## src/rtl/piso_shift_register.sv

```systemverilog
// Parallel-in, serial-out shift register with a valid/ready load handshake.
// Words can be streamed back to back: a new word loads on the same edge that consumes the last bit.
module piso_shift_register #(
    parameter int WIDTH     = 8,
    parameter bit MSB_FIRST = 1'b1
) (
    input  logic             clk,
    input  logic             reset,
    input  logic             load_valid,
    input  logic [WIDTH-1:0] load_data,
    output logic             load_ready,
    input  logic             shift_en,
    output logic             Q,
    output logic             Q_valid,
    output logic             busy,
    output logic             done
);

    localparam int CW = $clog2(WIDTH + 1);

    typedef enum logic {
        IDLE  = 1'b0,
        SHIFT = 1'b1
    } state_e;

    state_e           state_q;
    logic [WIDTH-1:0] shreg_q;
    logic [CW-1:0]    cnt_q;
    logic             done_q;

    logic             last_bit;
    logic [WIDTH-1:0] shreg_shifted;
    logic             out_bit;

    // The edge that consumes the last bit is also the edge that may accept the next word.
    assign last_bit   = (state_q == SHIFT) && shift_en && (cnt_q == CW'(1));
    assign load_ready = (state_q == IDLE) || last_bit;

    assign shreg_shifted = MSB_FIRST ? {shreg_q[WIDTH-2:0], 1'b0}
                                     : {1'b0, shreg_q[WIDTH-1:1]};
    assign out_bit       = MSB_FIRST ? shreg_q[WIDTH-1] : shreg_q[0];

    assign Q_valid = (state_q == SHIFT);
    assign busy    = (state_q == SHIFT);
    assign Q       = Q_valid ? out_bit : 1'b0;
    assign done    = done_q;

    // NOTE: all state is updated with non-blocking assignments so every
    // right-hand side sees the pre-edge values regardless of statement order.
    always_ff @(posedge clk) begin
        if (reset) begin
            state_q <= IDLE;
            shreg_q <= '0;
            cnt_q   <= '0;
            done_q  <= 1'b0;
        end else begin
            done_q <= 1'b0;
            case (state_q)
                IDLE: begin
                    if (load_valid) begin
                        shreg_q <= load_data;
                        cnt_q   <= CW'(WIDTH);
                        state_q <= SHIFT;
                    end
                end
                SHIFT: begin
                    if (shift_en) begin
                        if (cnt_q == CW'(1)) begin
                            done_q <= 1'b1;
                            if (load_valid) begin
                                shreg_q <= load_data;
                                cnt_q   <= CW'(WIDTH);
                            end else begin
                                state_q <= IDLE;
                                shreg_q <= '0;
                                cnt_q   <= '0;
                            end
                        end else begin
                            shreg_q <= shreg_shifted;
                            cnt_q   <= cnt_q - CW'(1);
                        end
                    end
                end
                default: begin
                    state_q <= IDLE;
                    shreg_q <= '0;
                    cnt_q   <= '0;
                end
            endcase
        end
    end

    // An empty counter and the idle state must always coincide.
    a_cnt_idle: assert property (@(posedge clk) disable iff (reset)
        (cnt_q == '0) == (state_q == IDLE));

endmodule
```

## config.mk

```make
export PLATFORM = sky130hd
export DESIGN_NAME = piso_shift_register
export DESIGN_NICKNAME = d
export VERILOG_FILES = /design/src/rtl/piso_shift_register.sv
export SDC_FILE = /design/constraint.sdc
export NUM_CORES = 1
export LEC_CHECK = 0
export CORE_UTILIZATION = 43
export CTS_CLUSTER_SIZE = 8
export DETAILED_ROUTE_END_ITERATION = 8
export GPL_ROUTABILITY_DRIVEN = 0
export PLACE_DENSITY_LB_ADDON = 0.15
export REMOVE_ABC_BUFFERS = 1
export SLEW_MARGIN = 20
export SYNTH_ARGS = -nofsm -noshare
export SYNTH_HDL_FRONTEND = slang
export SYNTH_SLANG_ARGS = --single-unit
```

## constraint.sdc

```tcl
create_clock -name clk -period 1.3 [get_ports clk]
set_input_delay 0.13 -clock clk [delete_from_list [all_inputs] [get_ports clk]]
set_output_delay 0.13 -clock clk [all_outputs]
set_load 0.01 [all_outputs]
```

## Word-level counts from Yosys, hierarchy flattened

Index checks and enable logic that the tools add are counted.

- $lt $le $gt $ge: 0
- Muxes and demuxes: 16
- Equality and inequality tests: 3
- Shifts and indexed selects: 0
- Reductions and logical operators: 5
- $add $sub $neg: 1
- Multiply operators: 0
- Bitwise logic cells: 2
- Divide/modulo/power cells: 0

Operator list:

| kind | count |
|---|---|
| two-way mux 8 bit | 4 |
| two-way mux 4 bit | 4 |
| one-hot mux 8 bit (2 select lines) | 1 |
| one-hot mux 4 bit (2 select lines) | 1 |
| two-way mux 1 bit | 5 |
| == test 4 x 1 -> 1 bit (second input constant) | 1 |
| != test 2 bit (second input constant) | 2 |
| subtractor 4 x 1 -> 4 bit (second input constant) | 1 |
| OR reduction 3 bit | 1 |
| logical AND 1 bit | 2 |
| NOT 1 bit | 2 |
| one-hot mux 1 bit (2 select lines) | 1 |
| AND reduction 2 bit | 1 |
| logical OR 1 bit | 1 |

- Input bits: 12
- Logic and storage cells: 31
- Output and inout bits: 5
- Register bits: 14
- Bits in latches: 0
- Memory bits (read-only): 0
- Memory bits (writable): 0
- Memories kept: 0

## Longest topological paths before layout

Gate-level depths: netlist of the first run.

- Depth after elaboration: 4
- Gate-level depth with buffers: 6

## Least setup slack after synthesis of the first run

Ideal clock, no wire load.

- Path type: reg2reg
- Start: register cnt_q[0]
- End: register state_q (netlist: Q_valid)
- Setup slack: -0.138 ns
- Data required time: 1.162 ns
- Path buffers: 1
- Arrival: 1.300 ns
- Stages on the path, launching flop included: 6
- Setup time: 0.138 ns
- Cell sequence: dfxtp_1 ha_1 or3b_1 buf_2 o21ai_2 a21oi_1

- Cells in the longest elaborated chain, start to end: 4

RTL lines:

| what | line | text |
|---|---|---|
| start: declaration | 28 | `logic [CW-1:0] cnt_q;` |
| start signal: assignment | 62 | `cnt_q <= CW'(WIDTH);` |
| start signal: assignment | 72 | `cnt_q <= CW'(WIDTH);` |
| start signal: assignment | 80 | `cnt_q <= cnt_q - CW'(1);` |
| == test 4 x 1 -> 1 bit | 68 | `if (cnt_q == CW'(1)) begin` |
| two-way mux 1 bit | 68 |  |
| two-way mux 1 bit | 67 | `if (shift_en) begin` |
| one-hot mux 1 bit (2 select lines) | 58 | `case (state_q)` |
| end signal: assignment | 63 | `state_q <= SHIFT;` |
| end signal: assignment | 74 | `state_q <= IDLE;` |
| end signal: assignment | 85 | `state_q <= IDLE;` |
| end: declaration | 26 | `state_e state_q;` |

Every way passes these cells.
A chain may end at the register's enable or synchronous reset.

## Final worst setup path of the first run

- Start: register cnt_q[1]
- End: output load_ready

- Cells in the longest elaborated chain, start to end: 3

RTL lines:

| what | line | text |
|---|---|---|
| == test 4 x 1 -> 1 bit | 36 | `assign last_bit = (state_q == SHIFT) && shift_en && (cnt_q == CW'(1));` |
| logical AND 1 bit | 36 |  |
| logical OR 1 bit | 37 | `assign load_ready = (state_q == IDLE) \|\| last_bit;` |
| end: declaration | 11 | `output logic load_ready,` |

Every way passes these cells.

==> metrics.txt, run 1 <==
Cell variety after synth 33; area added between synthesis and finish 62.6%; Reg2Reg Setup Slack -0.27 ns; final setup fails 12; post-synthesis cell area 743 µm²; maximum fanout along the worst path 2; CTS tree built; static leakage between 0.4 and 0.5 nW; CTS Sinks 14; Clock Pin Slew Worst Setup and Hold Paths about 0.090 ns; Fmax achieved 633 MHz; I/O pin cnt 17; Max H-tree Level 1; Net Sw Frac 0.307; Worst VDD drop around 0.69 mV; Max stage delay cell, worst path or3b_4; Final Cycle Share 1.21; Synth Area per Inst 8.95 µm²; Syn. warnings 0; layout cells sized above 1 0.479; worst path cell trace inv_2 > ha_4 > or3b_4 > o21ai_2 > buf_2; fillers roughly 100; critical path type flop to output port; row count 14; cts bufs inserted 3; CP peak stage delay between 0.3 and 0.4 ns; Crit path max-delay family simple AND/OR/NAND/NOR gates; diodes inserted 0; first-pass GRT wire length ~3300 µm; Max Cap Violations 0; CP Capture Type output port; dpl ws -0.409 ns; post-synthesis cell count 83; clock share of power 0.247; worst setup margin -0.279 ns; 1st-iter DRT viols 33; Cell Count, Final, Fillers Out between 100 and 150; Setup TNS Final -2.44 ns; Pwr Density slightly below 900 nW/µm²; WL/cell between 15 and 20 µm; cell-internal power roughly 0.74 mW; fin nets about 140; port bufs 16; drt first pass iters 6; antenna violations before repair 0; Die H 43.6 µm; root buf cell clkbuf_4; DIE AREA approximately 1900 µm²; Via density roughly 5.9; Final Slew Violations 0; total grt overflow 0; DR vias around 800; Placed Cells ~130; HP Class input pin to flop; Worst-Margin Slew between 0.2 and 0.3 ns; worst rel slew slack 0.808; Max clock buf depth 2; CP Data Arrival Time 1.45 ns; #FFs+latches synth 14; Critical path buffers and inverters 2; largest net degree at the start of global routing 9; Final Hold Fails 0; Total GRT Usage 0.233; drt total wl between 2000 and 2500 µm; Initial Util 0.477; final worst path period need 1.58 ns; vias in the first global route between 700 and 800; Flop pwr share 0.460; Area after DPL 1010 µm²; Final ANT Viol Nets 0; # DRC 8; CP startpoint kind flop; Final Cell Area 1210 µm²; Setup Skew roughly 0.0098 ns; switching power 0.327 mW; clk_lat worst skew approximately 0.29 ns; outcome finished with violations; register area share after synthesis 0.377; DP Wirelength 1200 µm; required time of the worst setup path 1.17 ns; RSZ-0062 raised after global routing yes; Core Box Area between 1500 and 2000 µm²; combinational share of power 0.293; violated checks DRC, setup timing; die span in x approximately 44 µm
-- cells by family (layout without fill, tap and decap cells) --
group / count (synthesis) / count (layout) / synth area share
DFF: 14 / 14 / 0.377
AOI/OAI and AO/OA: 23 / 23 / 0.246
muxes: 3 / 4 / 0.0488
buffers and inverters: 12 / 47 / 0.0943
adders and majority gates: 2 / 2 / 0.0337
and+or+nand+nor: 29 / 29 / 0.200
-- sequential cells by signal, summed over array words and instances, names as in the netlist --
register / count
shreg_q: 8
Q_valid: 1
done: 1
cnt_q: 4
-- power groups by stage --
stage / Combinational, mW / Clock (mW) / Sequential [mW]
6_report: 0.312 / 0.263 / 0.490
5_1_grt: 0.336 / 0.286 / 0.494
3_5_place_dp: 0.250 / 0 / 0.493
4_1_cts: 0.283 / 0.259 / 0.482
2_1_floorplan: 0.113 / 0 / 0.499
3_3_place_gp: 0.245 / 0 / 0.492
-- layout make-up --
class	instances	area, µm²	share of cell area
inverter	5	18.8	0.0155
clock buffer	3	22.5	0.0186
sequential	14	287	0.237
tap	16	20.0	0.0166
timing repair buffer	39	342	0.283
multi-input combinational	58	519	0.430
-- per-stage QoR --
stage	hold WS, ns	utilization	power (mW)
floorplan	0.198	-	0.611
global placement	0.450	0.646	0.737
detailed placement	0.455	0.646	0.743
CTS	0.432	0.723	1.02
global route	0.444	0.775	1.12
finish	0.434	0.775	1.07
-- cell usage in the layout (no fill, tap or decap), types with 2 or more instances in the layout --
| cell | instances |
|---|---|
| ha_4 | 2 |
| a311oi_1 | 2 |
| dfxtp_1 | 11 |
| dlygate4sd2_1 | 3 |
| buf_4 | 20 |
| mux2_2 | 2 |
| a21oi_1 | 2 |
| nor2_1 | 10 |
| inv_1 | 3 |
| o21ai_1 | 5 |
| nand3_2 | 5 |
| clkbuf_4 | 3 |
| clkdlybuf4s50_1 | 11 |
| a311oi_2 | 5 |
| o21ai_2 | 3 |
| buf_6 | 2 |
| dfxtp_2 | 2 |
-- layer usage --
layer | global-route usage | vias up | wire [µm]
li1 | - | 379 | -
met3 | 0.0750 | 6 | 131
met1 | 0.277 | 380 | 907
met2 | 0.400 | 30 | 1010
met5 | 0 | - | 0
met4 | 0.0625 | 0 | 33
-- cells in the mapped netlist --
| library cell | count | area share |
|---|---|---|
| nand3_1 | 7 | 0.047 |
| a311oi_2 | 4 | 0.081 |
| clkinv_1 | 1 | 0.0050 |
| nand4_1 | 1 | 0.0084 |
| ha_1 | 2 | 0.034 |
| o21ai_0 | 2 | 0.013 |
| a211oi_1 | 1 | 0.010 |
| a2bb2oi_1 | 1 | 0.012 |
| nor2_1 | 10 | 0.051 |
| mux2_2 | 1 | 0.015 |
| nor2b_1 | 1 | 0.0084 |
| o21ai_2 | 1 | 0.012 |
| nor4bb_1 | 1 | 0.013 |
| inv_1 | 4 | 0.020 |
| mux2_4 | 1 | 0.020 |
| buf_1 | 1 | 0.0050 |
| and3b_1 | 1 | 0.012 |
| nor4_1 | 1 | 0.0084 |
| or3b_1 | 1 | 0.012 |
| nor3_1 | 2 | 0.013 |
| buf_2 | 2 | 0.013 |
| and2_1 | 1 | 0.0084 |
| nand2_1 | 2 | 0.010 |
| a311oi_1 | 3 | 0.035 |
| o211ai_1 | 1 | 0.010 |
| mux2i_1 | 1 | 0.013 |
| o32ai_1 | 1 | 0.012 |
| o21ai_1 | 6 | 0.040 |
| buf_6 | 2 | 0.030 |
| dfxtp_1 | 14 | 0.38 |
| a21oi_1 | 3 | 0.020 |
| buf_4 | 2 | 0.020 |
| nand2b_1 | 1 | 0.0084 |
-- worst paths after layout --
kind                                                end  depth (start not counted)               startpoint
worst max-delay path                         load_ready                          5    cnt_q[1]$_SDFFE_PP0P_
worst min-delay path            shreg_q[4]$_SDFFE_PP0P_                          3             load_data[4]
worst max register to register  shreg_q[2]$_SDFFE_PP0P_                          8    cnt_q[1]$_SDFFE_PP0P_
worst min register to register  shreg_q[0]$_SDFFE_PP0P_                          2  shreg_q[0]$_SDFFE_PP0P_
-- worst min-delay path: stages --
cell and delay (ns):
clkdlybuf4s50_1 0.41, o21ai_2 0.06, a311oi_1 0.08
-- what timing repair did --
item	in CTS	in global routing
setup buffers	5	2
gates cloned	2	0
endpoints found under the setup margin	16	15
hold buffers	0	0
gates resized for setup	24	16
hold endpoints to repair	0	0
pin swaps	4	8
Note: power is estimated with default switching activity, not from simulation.
==> run 2: changes to the inputs <==
--- a/config.mk
+++ b/config.mk
@@ -5,9 +5,10 @@
 export SDC_FILE = /design/constraint.sdc
 export NUM_CORES = 1
 export LEC_CHECK = 0
-export CORE_UTILIZATION = 43
+export CORE_UTILIZATION = 52
 export CTS_CLUSTER_SIZE = 8
 export DETAILED_ROUTE_END_ITERATION = 8
+export DONT_BUFFER_PORTS = 1
 export GPL_ROUTABILITY_DRIVEN = 0
 export PLACE_DENSITY_LB_ADDON = 0.15
 export REMOVE_ABC_BUFFERS = 1
==> run 2 against run 1 <==
Net effect: the flow finishes with violations (hold timing, setup timing); hold slack got worse by 0.44 ns; maximum frequency decreased by 3.4%; global-route usage increased by 5.5 points; sequential share of layout area increased by 4.5 points; die area decreased by 17%; register-to-register slack about the same; critical endpoint unchanged.
==> metrics.txt, run 2 (synthesis gave the netlist of run 1 again) <==
worst setup margin -0.335 ns; DP Wirelength around 1100 µm; Setup Skew roughly 0.0023 ns; layout cells sized above 1 0.451; Worst Hold Margin -0.00274 ns; total grt overflow 0; Top Registers shreg_q (8), cnt_q (4); fin nets approximately 120; # DRC 0; final worst path period need ~1.6 ns; worst rel slew slack 0.538; Area after DPL 793 µm²; I/O pin cnt 17; drt first pass iters 4; largest net degree at the start of global routing 17; Worst-Margin Slew between 0.6 and 0.7 ns; Core Box Area approximately 1300 µm²; RSZ-0062 raised after global routing yes; Die H about 40 µm; Pwr Density approximately 1100 nW/µm²; Via density between 6 and 7; Final ANT Viol Nets 0; Final Cell Area between 1000 and 1500 µm²; row count 13; root buf cell clkbuf_4; 1st-iter DRT viols 30; CP peak stage delay ~0.4 ns; Max Cap Violations 0; final setup fails 13; Final Hold Fails 1; clk_lat worst skew roughly 0.3 ns; die span in x ~40 µm; worst path cell trace inv_2 > ha_4 > or3b_4 > o21ai_2 > buf_4; drt total wl 2010 µm; critical path type flop to output port; CP Data Arrival Time about 1.5 ns; Max clock buf depth 2; CP Capture Type output port; Fmax achieved ~600 MHz; max reg flops 8; cts bufs inserted 3; CTS tree built; Worst VDD drop roughly 0.67 mV; diodes inserted 0; Clock Pin Slew Worst Setup and Hold Paths around 0.090 ns; Max H-tree Level 1; antenna violations before repair 0; vias in the first global route 645; Final Slew Violations 0; static leakage about 0.4 nW; Total GRT Usage 0.288; outcome finished with violations; DIE AREA between 1500 and 2000 µm²; Final Cycle Share 1.26; area added between synthesis and finish 36.9%; Max stage delay cell, worst path or3b_4; first-pass GRT wire length ~2900 µm; required time of the worst setup path approximately 1.2 ns; HP Class input pin to flop; maximum fanout along the worst path 2; CTS Sinks 14; CP startpoint kind flop; port bufs 0; most common cell after layout, fill and taps aside buf_4; Critical path buffers and inverters 2; Initial Util 0.564; Crit path max-delay family simple AND/OR/NAND/NOR gates; Setup TNS Final -2.60 ns; violated checks hold timing, setup timing; Reg with most FFs shreg_q; DR vias 704; WL/cell between 15 and 20 µm; most frequent cells in the layout buf_4 (15), dfxtp_1 (11), nor2_1 (10); Pwr Total ~1.1 mW
==> run 2: worst paths after layout <==
| kind | from | endpoint | slack [ns] | cells past startpoint |
|---|---|---|---|---|
| worst max-delay path | cnt_q[1]$_SDFFE_PP0P_ | load_ready | -0.33 | 5 |
| worst min-delay path | load_data[0] | shreg_q[0]$_SDFFE_PP0P_ | -0.003 | 2 |
| worst max register to register | cnt_q[1]$_SDFFE_PP0P_ | shreg_q[0]$_SDFFE_PP0P_ | -0.27 | 9 |
| worst min register to register | shreg_q[0]$_SDFFE_PP0P_ | shreg_q[0]$_SDFFE_PP0P_ | 0.47 | 2 |
==> run 2: cell type report <==
class | instances | area [µm²]
inverter | 5 | 18.8
tap | 15 | 18.8
clock buffer | 4 | 36.3
fill | 92 | 300
multi-input combinational | 57 | 469
sequential | 14 | 287
timing repair buffer | 22 | 188
==> run 2: worst register-to-register path, delay by kind of cell, from the launching register on <==
| kind | cells | cell delay [ns] |
|---|---|---|
| adder cells (fa/ha/maj) | 1 | 0.15 |
| buffers and inverters | 5 | 0.55 |
| AO/OA/AOI/OAI | 2 | 0.23 |
| AND/OR/NAND/NOR | 1 | 0.15 |
| flip-flops | 1 | 0.35 |
==> run 2: metrics by stage <==
step / instances / hold slack [ns] / util / worst slack [ns]
global placement: 102 / 0.201 / 0.602 / -0.166
floorplan: 76 / 0.198 / - / -0.552
CTS: 114 / 0.00950 / 0.712 / -0.309
global route: 117 / 0.0116 / 0.772 / -0.377
detailed placement: 102 / 0.201 / 0.602 / -0.208
finish: 117 / -0.00274 / 0.772 / -0.335
==> run 2: per-layer routing <==
metal | global-route usage | routed length (µm)
met5 | 0 | 0
met4 | 0.181 | 46
met3 | 0.0398 | 133
met2 | 0.475 | 1010
met1 | 0.344 | 822
==> run 2: report_power, final <==
group	internal [mW]	switching (mW)
Sequential	0.463	0.0280
Clock	0.171	0.167
Combinational	0.125	0.124
Total	0.759	0.319
==> run 2: what timing repair did <==
action	CTS	global route
gates resized for setup	14	14
buffers inserted	5	3
hold buffers	2	1
hold endpoints to repair	14	1
setup endpoints to repair	14	14
pin swaps	5	8
cloned	1	0
